===== src/rtl/c17_bist_ctrl.sv =====
// BIST controller: drives a combinational CUT with LFSR patterns, compacts its
// responses into a MISR, and compares the signature against a golden value.
module c17_bist_ctrl #(
    parameter int                    N_IN      = 5,
    parameter int                    N_OUT     = 2,
    parameter int                    MISR_W    = 8,
    parameter logic [MISR_W-1:0]     MISR_POLY = 8'h1D,
    parameter int                    PATTERNS  = 31,
    parameter logic [N_IN-1:0]       SEED      = 5'b00001,
    parameter logic [MISR_W-1:0]     GOLDEN    = 8'h00
) (
    input  logic              clk,
    input  logic              rst_n,
    input  logic              start,
    input  logic              abort,
    output logic [N_IN-1:0]   cut_in,
    input  logic [N_OUT-1:0]  cut_out,
    output logic              busy,
    output logic              done,
    output logic              pass,
    output logic [MISR_W-1:0] signature
);

    localparam int CNT_W = $clog2(PATTERNS + 1);
    // An all-zero seed would lock the LFSR, so it is replaced by 1.
    localparam logic [N_IN-1:0]  SEED_EFF = (SEED == '0) ? N_IN'(1) : SEED;
    localparam logic [CNT_W-1:0] LAST     = CNT_W'(PATTERNS - 1);

    typedef enum logic [1:0] {IDLE, APPLY, COMPARE, DONE} state_t;

    state_t            state;
    logic [N_IN-1:0]   lfsr;
    logic [N_IN-1:0]   lfsr_next;
    logic [CNT_W-1:0]  count;
    logic [MISR_W-1:0] cut_ext;
    logic [MISR_W-1:0] misr_next;

    always_comb begin
        cut_ext              = '0;
        cut_ext[N_OUT-1:0]   = cut_out;
        lfsr_next            = {lfsr[N_IN-2:0], lfsr[N_IN-1] ^ lfsr[1]};
        misr_next            = {signature[MISR_W-2:0], 1'b0}
                             ^ (signature[MISR_W-1] ? MISR_POLY : '0)
                             ^ cut_ext;
    end

    always_ff @(posedge clk or negedge rst_n) begin
        if (!rst_n) begin
            state     <= IDLE;
            lfsr      <= SEED_EFF;
            count     <= '0;
            signature <= '0;
            cut_in    <= '0;
            busy      <= 1'b0;
            done      <= 1'b0;
            pass      <= 1'b0;
        end else if (abort) begin
            // Signature is deliberately left alone so it can be inspected.
            state  <= IDLE;
            cut_in <= '0;
            busy   <= 1'b0;
            done   <= 1'b0;
            pass   <= 1'b0;
        end else begin
            case (state)
                IDLE, DONE: begin
                    if (start) begin
                        state     <= APPLY;
                        lfsr      <= SEED_EFF;
                        count     <= '0;
                        signature <= '0;
                        cut_in    <= SEED_EFF;
                        busy      <= 1'b1;
                        done      <= 1'b0;
                        pass      <= 1'b0;
                    end
                end
                APPLY: begin
                    signature <= misr_next;
                    lfsr      <= lfsr_next;
                    count     <= count + CNT_W'(1);
                    if (count == LAST) begin
                        state  <= COMPARE;
                        cut_in <= '0;
                    end else begin
                        cut_in <= lfsr_next;
                    end
                end
                COMPARE: begin
                    pass  <= (signature == GOLDEN);
                    state <= DONE;
                    busy  <= 1'b0;
                    done  <= 1'b1;
                end
                default: begin
                    state  <= IDLE;
                    cut_in <= '0;
                    busy   <= 1'b0;
                    done   <= 1'b0;
                end
            endcase
        end
    end

endmodule


===== config.mk =====
export PLATFORM = sky130hd
export DESIGN_NAME = c17_bist_ctrl
export DESIGN_NICKNAME = d
export VERILOG_FILES = /design/src/rtl/c17_bist_ctrl.sv
export SDC_FILE = /design/constraint.sdc
export NUM_CORES = 1
export LEC_CHECK = 0
export ABC_AREA = 1
export ABC_CLOCK_PERIOD_IN_PS = 4800
export BUFFER_PORTS_ARGS = -buffer_cell sky130_fd_sc_hd__buf_2
export CAP_MARGIN = 40
export CELL_PAD_IN_SITES_DETAIL_PLACEMENT = 1
export CELL_PAD_IN_SITES_GLOBAL_PLACEMENT = 1
export CORE_AREA = 2 2 59 61
export DETAILED_ROUTE_END_ITERATION = 8
export DIE_AREA = 0 0 61 63
export GPL_TIMING_DRIVEN = 0
export MAX_ROUTING_LAYER = met4
export PLACE_DENSITY_LB_ADDON = 0.1
export SYNTH_ARGS = -nofsm -noshare
export SYNTH_HDL_FRONTEND = slang
export SYNTH_SLANG_ARGS = --single-unit

===== constraint.sdc =====
create_clock -name clk -period 4.8 [get_ports clk]
set_clock_uncertainty 0.2 [all_clocks]
set_input_delay 0.72 -clock clk [delete_from_list [all_inputs] [get_ports clk]]
set_output_delay 0.72 -clock clk [all_outputs]
set_load 0.01 [all_outputs]

Word level (Yosys, flattened, before mapping)
Cells that the tools add are included.

cells by class
  bitwise gates (word level) = 4
  reductions and logical operators = 10
  muxes and demuxes = 22
  equal/unequal tests = 7
  add/subtract/negate cells = 1

operators by type and width
  kind                                                                   number
  5-bit one-hot mux with 2 select lines                                  3
  5-bit 2-to-1 mux                                                       5
  8-bit one-hot mux with 2 select lines                                  1
  8-bit logical NOT                                                      1
  8-bit 2-to-1 mux                                                       1
  8-bit by 2-bit bitwise XOR with 8-bit output                           1
  8-bit by 5-bit bitwise XOR with 8-bit output                           1
  2-bit 2-to-1 mux                                                       3
  3-bit != test, second input constant                                   2
  1-bit one-hot mux with 2 select lines                                  3
  2-bit one-hot mux with 3 select lines                                  1
  2-bit AND reduction                                                    3
  3-bit nonzero test                                                     2
  5-bit by 1-bit adder with 5-bit output, second input constant          1
  5-bit equality test, second input constant                             1
  1-bit 2-to-1 mux                                                       5
  2-bit equality test, second input constant                             2
  3-bit AND reduction                                                    1
  2-bit by 1-bit equality test with 1-bit output, second input constant  1
  2-bit logical NOT                                                      1
  2-bit != test, second input constant                                   1
  2-bit nonzero test                                                     1
  2-bit OR reduction                                                     1
  1-bit inverter                                                         1
  1-bit bitwise XOR                                                      1

word-level totals
  word-level logic and storage cells = 52
  register bits = 28
  output and inout port bits = 16
  bits of input ports = 6

Longest topological paths before layout
  depth after elaboration = 4
  depth in mapped cells = 9
  depth with buffers taken out = 9

Worst setup path before layout
OpenSTA, ideal clock, no wires.

  path type = input-to-reg
  start = in abort
  end = reg lfsr[4]
  library setup time = 118 ps
  data required time = 4,482 ps
  data arrival time = 1,345 ps
  slack = 3,137 ps
  stages = 7
  path buffers = 1
  path through = inv_2 > nand2_4 > nor2_8 > inv_4 > buf_6 > nand2_1 > o21ai_2

between the ends
  word-level cells in the longest chain between the ends = 2

RTL lines
  what                                  RTL line  RTL
  start, declared                       15        input logic abort,
  1-bit inverter (no source line)       --
  3-bit AND reduction (no source line)  --
  end signal, assigned                  80        lfsr <= lfsr_next;
  end, declared                         32        logic [N_IN-1:0] lfsr;

Every way passes these cells.
A chain may end at the register's enable or synchronous reset.

Final worst setup path
  start = reg signature[3]
  end = out signature[3]

RTL lines
  what                    RTL line  RTL
  start, declared         21        output logic [MISR_W-1:0] signature
  start signal, assigned  79        signature <= misr_next;

No word-level cell between the ends.

==> impl_metrics.tcl <==
set metrics [dict create \
    status "complete, no violations" \
    postCtsSetupBuffers 0 \
    m1WireLength_um 1400 \
    vdd_ir_drop_max_v 0.000186 \
    switching_share_pct 40.1 \
    max_slew.worst_pin.slew_ns 0.625 \
    area_delta_synth_final_pct 15.3 \
    reg2reg_slack_ns 2.95 \
    seq_area_frac_synth_pct 50.0 \
    placement.setup.worst_slack_ns 2.86 \
    firstDrtPassIters 4 \
    postSynthRegisterBits 28 \
    synthesized_area_fraction_occupied_by_ao_oa_aoi_and_oai_cells_pct 10.9 \
    critical_path.startpoint "signature[3]" \
    grt_start_max_net_pins 29 \
    port-buffer-count 21 \
    cts.sink_count 28 \
    final-setup-viol-count 0 \
    ys_warn_count 0 \
    core_area_um2 3230 \
    maxCapViolations 0 \
    tritoncts "built" \
    worst-endpoint-arrival_ns 0.95 \
    io_pins 22 \
    synth.net_count 167 \
    grt_setup_unrepaired "no" \
    dieHeight_um 63 \
    antenna_cells 0 \
    async_flop_share_pct 100 \
    timing.critical_path.slowest_cell_delay_ns 0.45 \
    synth_enable_flop_cells 0 \
    synth_cell_type_count 28 \
    setup_ws_ns 2.93 \
    power_frac_seq_pct 40.5 \
    final_core_util_pct 50.1 \
    worst-path-max-fanout 4 \
    fin_nets 193 \
    crit_path_start_kind "flop" \
    period_utilisation_layout_pct 39.0 \
    area_fraction_in_and_or_nand_and_nor_cells_after_synthesis_pct 24.8 \
    timing.rr.start "state[0]" \
    post_cts_hold_buffers 0 \
    post-route-min-period_ns 1.87 \
    initialDrtViolationCount 23 \
    num_vias 1100 \
    drc 0 \
    worstPathCellList "buf_2" \
    worstSetupEndpoint "signature[3]" \
    path_class "flop to output port" \
    clk-insertion-delay-late_ns 0.34 \
    mostFrequentLayoutCell "nand2_1" \
    most-common-layout-cells "nand2_1 (38), dfrtp_1 (27), buf_2 (21)" \
    synth.cell_area_um2 1410 \
    finalWeightedCongestion 0.804 \
    synth_top_family_by_area "simple AND/OR/NAND/NOR gates" \
    clock_tree.htree_level_count 1 \
    ant_nets 0 \
    postPlaceCellArea_um2 1570 \
    met2_wirelength_um 1490 \
    total_length_of_routed_met3_wires_um 83 \
    fmaxAchievable_mhz 535 \
    drt-wirelength-per-cell_um 13.1 \
    cts_inserted_buffers 3 \
    globalRouteTotalUtil_pct 19.5 \
    critical_path.slowest_cell "dfrtp_1" \
    synth_cells 157 \
    std_cell_rows 21 \
    critical_path_depth 1 \
    drt-vias-per-instance 4.82 \
    slew_headroom_pct 58.3 \
    muxShareOfSynthArea_pct 0 \
    die_footprint_um2 3840 \
    critical_path_buf_inv_count 1 \
    avgSynthCellArea_um2 8.95 \
    net-switching-power_mw 0.327 \
    min_delay_worst_type "input port to async pin" \
    synthAdderAreaFrac_pct 3.56 \
    antenna_found_initial 0 \
    dp.final_hpwl_um 2280 \
    timing.critical_path.required_ns 3.88 \
    critical_path.endpoint_type "output port" \
    post_cts_resize_count 0 \
    die_w_um 61 \
    power.leakage_nw 0.836 \
    cp_top_family "flip-flops" \
    finalMaxSlewViolations 0 \
    clkTransAtPathRegs_ns 0.16 \
    grt_first_pass_wirelength_um 5460 \
    power_per_cell_area_nw_per_um2 503 \
    tns_ns 0 \
    route.top_layer_used "met4" \
    rr_endpoint "lfsr[3]" \
    internal-power_mw 0.489 \
    hold_viol 0 \
    totalWireLength_um 2990 \
    synthFlopType "dfrtp_1" \
    clock_tree.buffer_depth 2 \
    grt_overflow 0 \
    post-route-cell-area_um2 1620 \
    first_global_vias 1191 \
    floorplan.initialDensity_pct 43.5 \
    comb_power_share_pct 40.1 \
    clock_tree.root_cell "clkbuf_4" \
    layout-drive-gt1-share_pct 23.1 \
    p_clk_share_pct 19.4 \
    synthXorXnorAreaFrac_pct 3.74 \
    reg2regPathDepth 9 \
]
[cell families after synthesis]
group                    Yosys count
buffers and inverters             22
AND/OR/NAND/NOR                   73
adder cells (fa/ha/maj)            4
flip-flops                        28
XOR/XNOR                           6
AO/OA/AOI/OAI                     24
[metrics by stage]
step	hold slack [ns]	instances	total power, mW
final	0.171	228	0.816
after global routing	0.196	228	0.886
after CTS	0.182	228	0.830
after detailed placement	0.274	224	0.668
after global placement	0.263	224	0.652
after floorplan	0.224	157	0.564
[cell usage after synthesis, types with 4 or more instances]
library cell | count | area, µm²
dfrtp_1 | 27 | 676
nand3b_1 | 4 | 30.0
o22ai_1 | 6 | 37.5
o21ai_1 | 5 | 25.0
nand2_1 | 38 | 143
ha_1 | 4 | 50.1
xnor2_1 | 5 | 43.8
o21ai_0 | 4 | 20.0
nand3_1 | 13 | 65.1
inv_1 | 15 | 56.3
nor2_1 | 10 | 37.5
o21ai_2 | 5 | 43.8
[worst min path at each step]
stage	slack, ns	start	cells past startpoint	to
floorplan	0.22	rst_n	0	busy
detailed placement	0.27	pass	2	pass
global placement	0.26	pass	2	pass
global route	0.20	rst_n	1	state[1]
finish	0.17	rst_n	1	state[1]
CTS	0.18	rst_n	1	cut_in[2]
[flip-flops by register name, summed over array words and instances (netlist names)]
| register | count |
|---|---|
| busy | 1 |
| cut_in | 5 |
| count | 5 |
| signature | 8 |
| done | 1 |
| pass | 1 |
| lfsr | 5 |
| state | 2 |
[layer usage]
layer,up-vias,track usage (%)
li1,557,-
met1,522,24.8
met2,19,31.2
met3,2,3.11
met4,0,6.52
met5,-,-
[power groups by stage]
stage | sequential (mW) | combinational [mW] | clock [mW]
finish | 0.330 | 0.327 | 0.158
CTS | 0.331 | 0.334 | 0.165
detailed placement | 0.336 | 0.332 | 0
global placement | 0.331 | 0.321 | 0
floorplan | 0.342 | 0.223 | 0
global route | 0.340 | 0.370 | 0.176
[final cells by class]
cell class	instances	area [µm²]
fillers	401	1610
flip-flops and latches	28	702
multi-input cells	107	603
repair buffers	21	105
inverters	18	70.1
well taps	46	57.6
clock inverters	1	30.0
plain buffers	4	30.0
clock buffers	3	22.5
No activity file was read; power rests on OpenSTA's default activity.
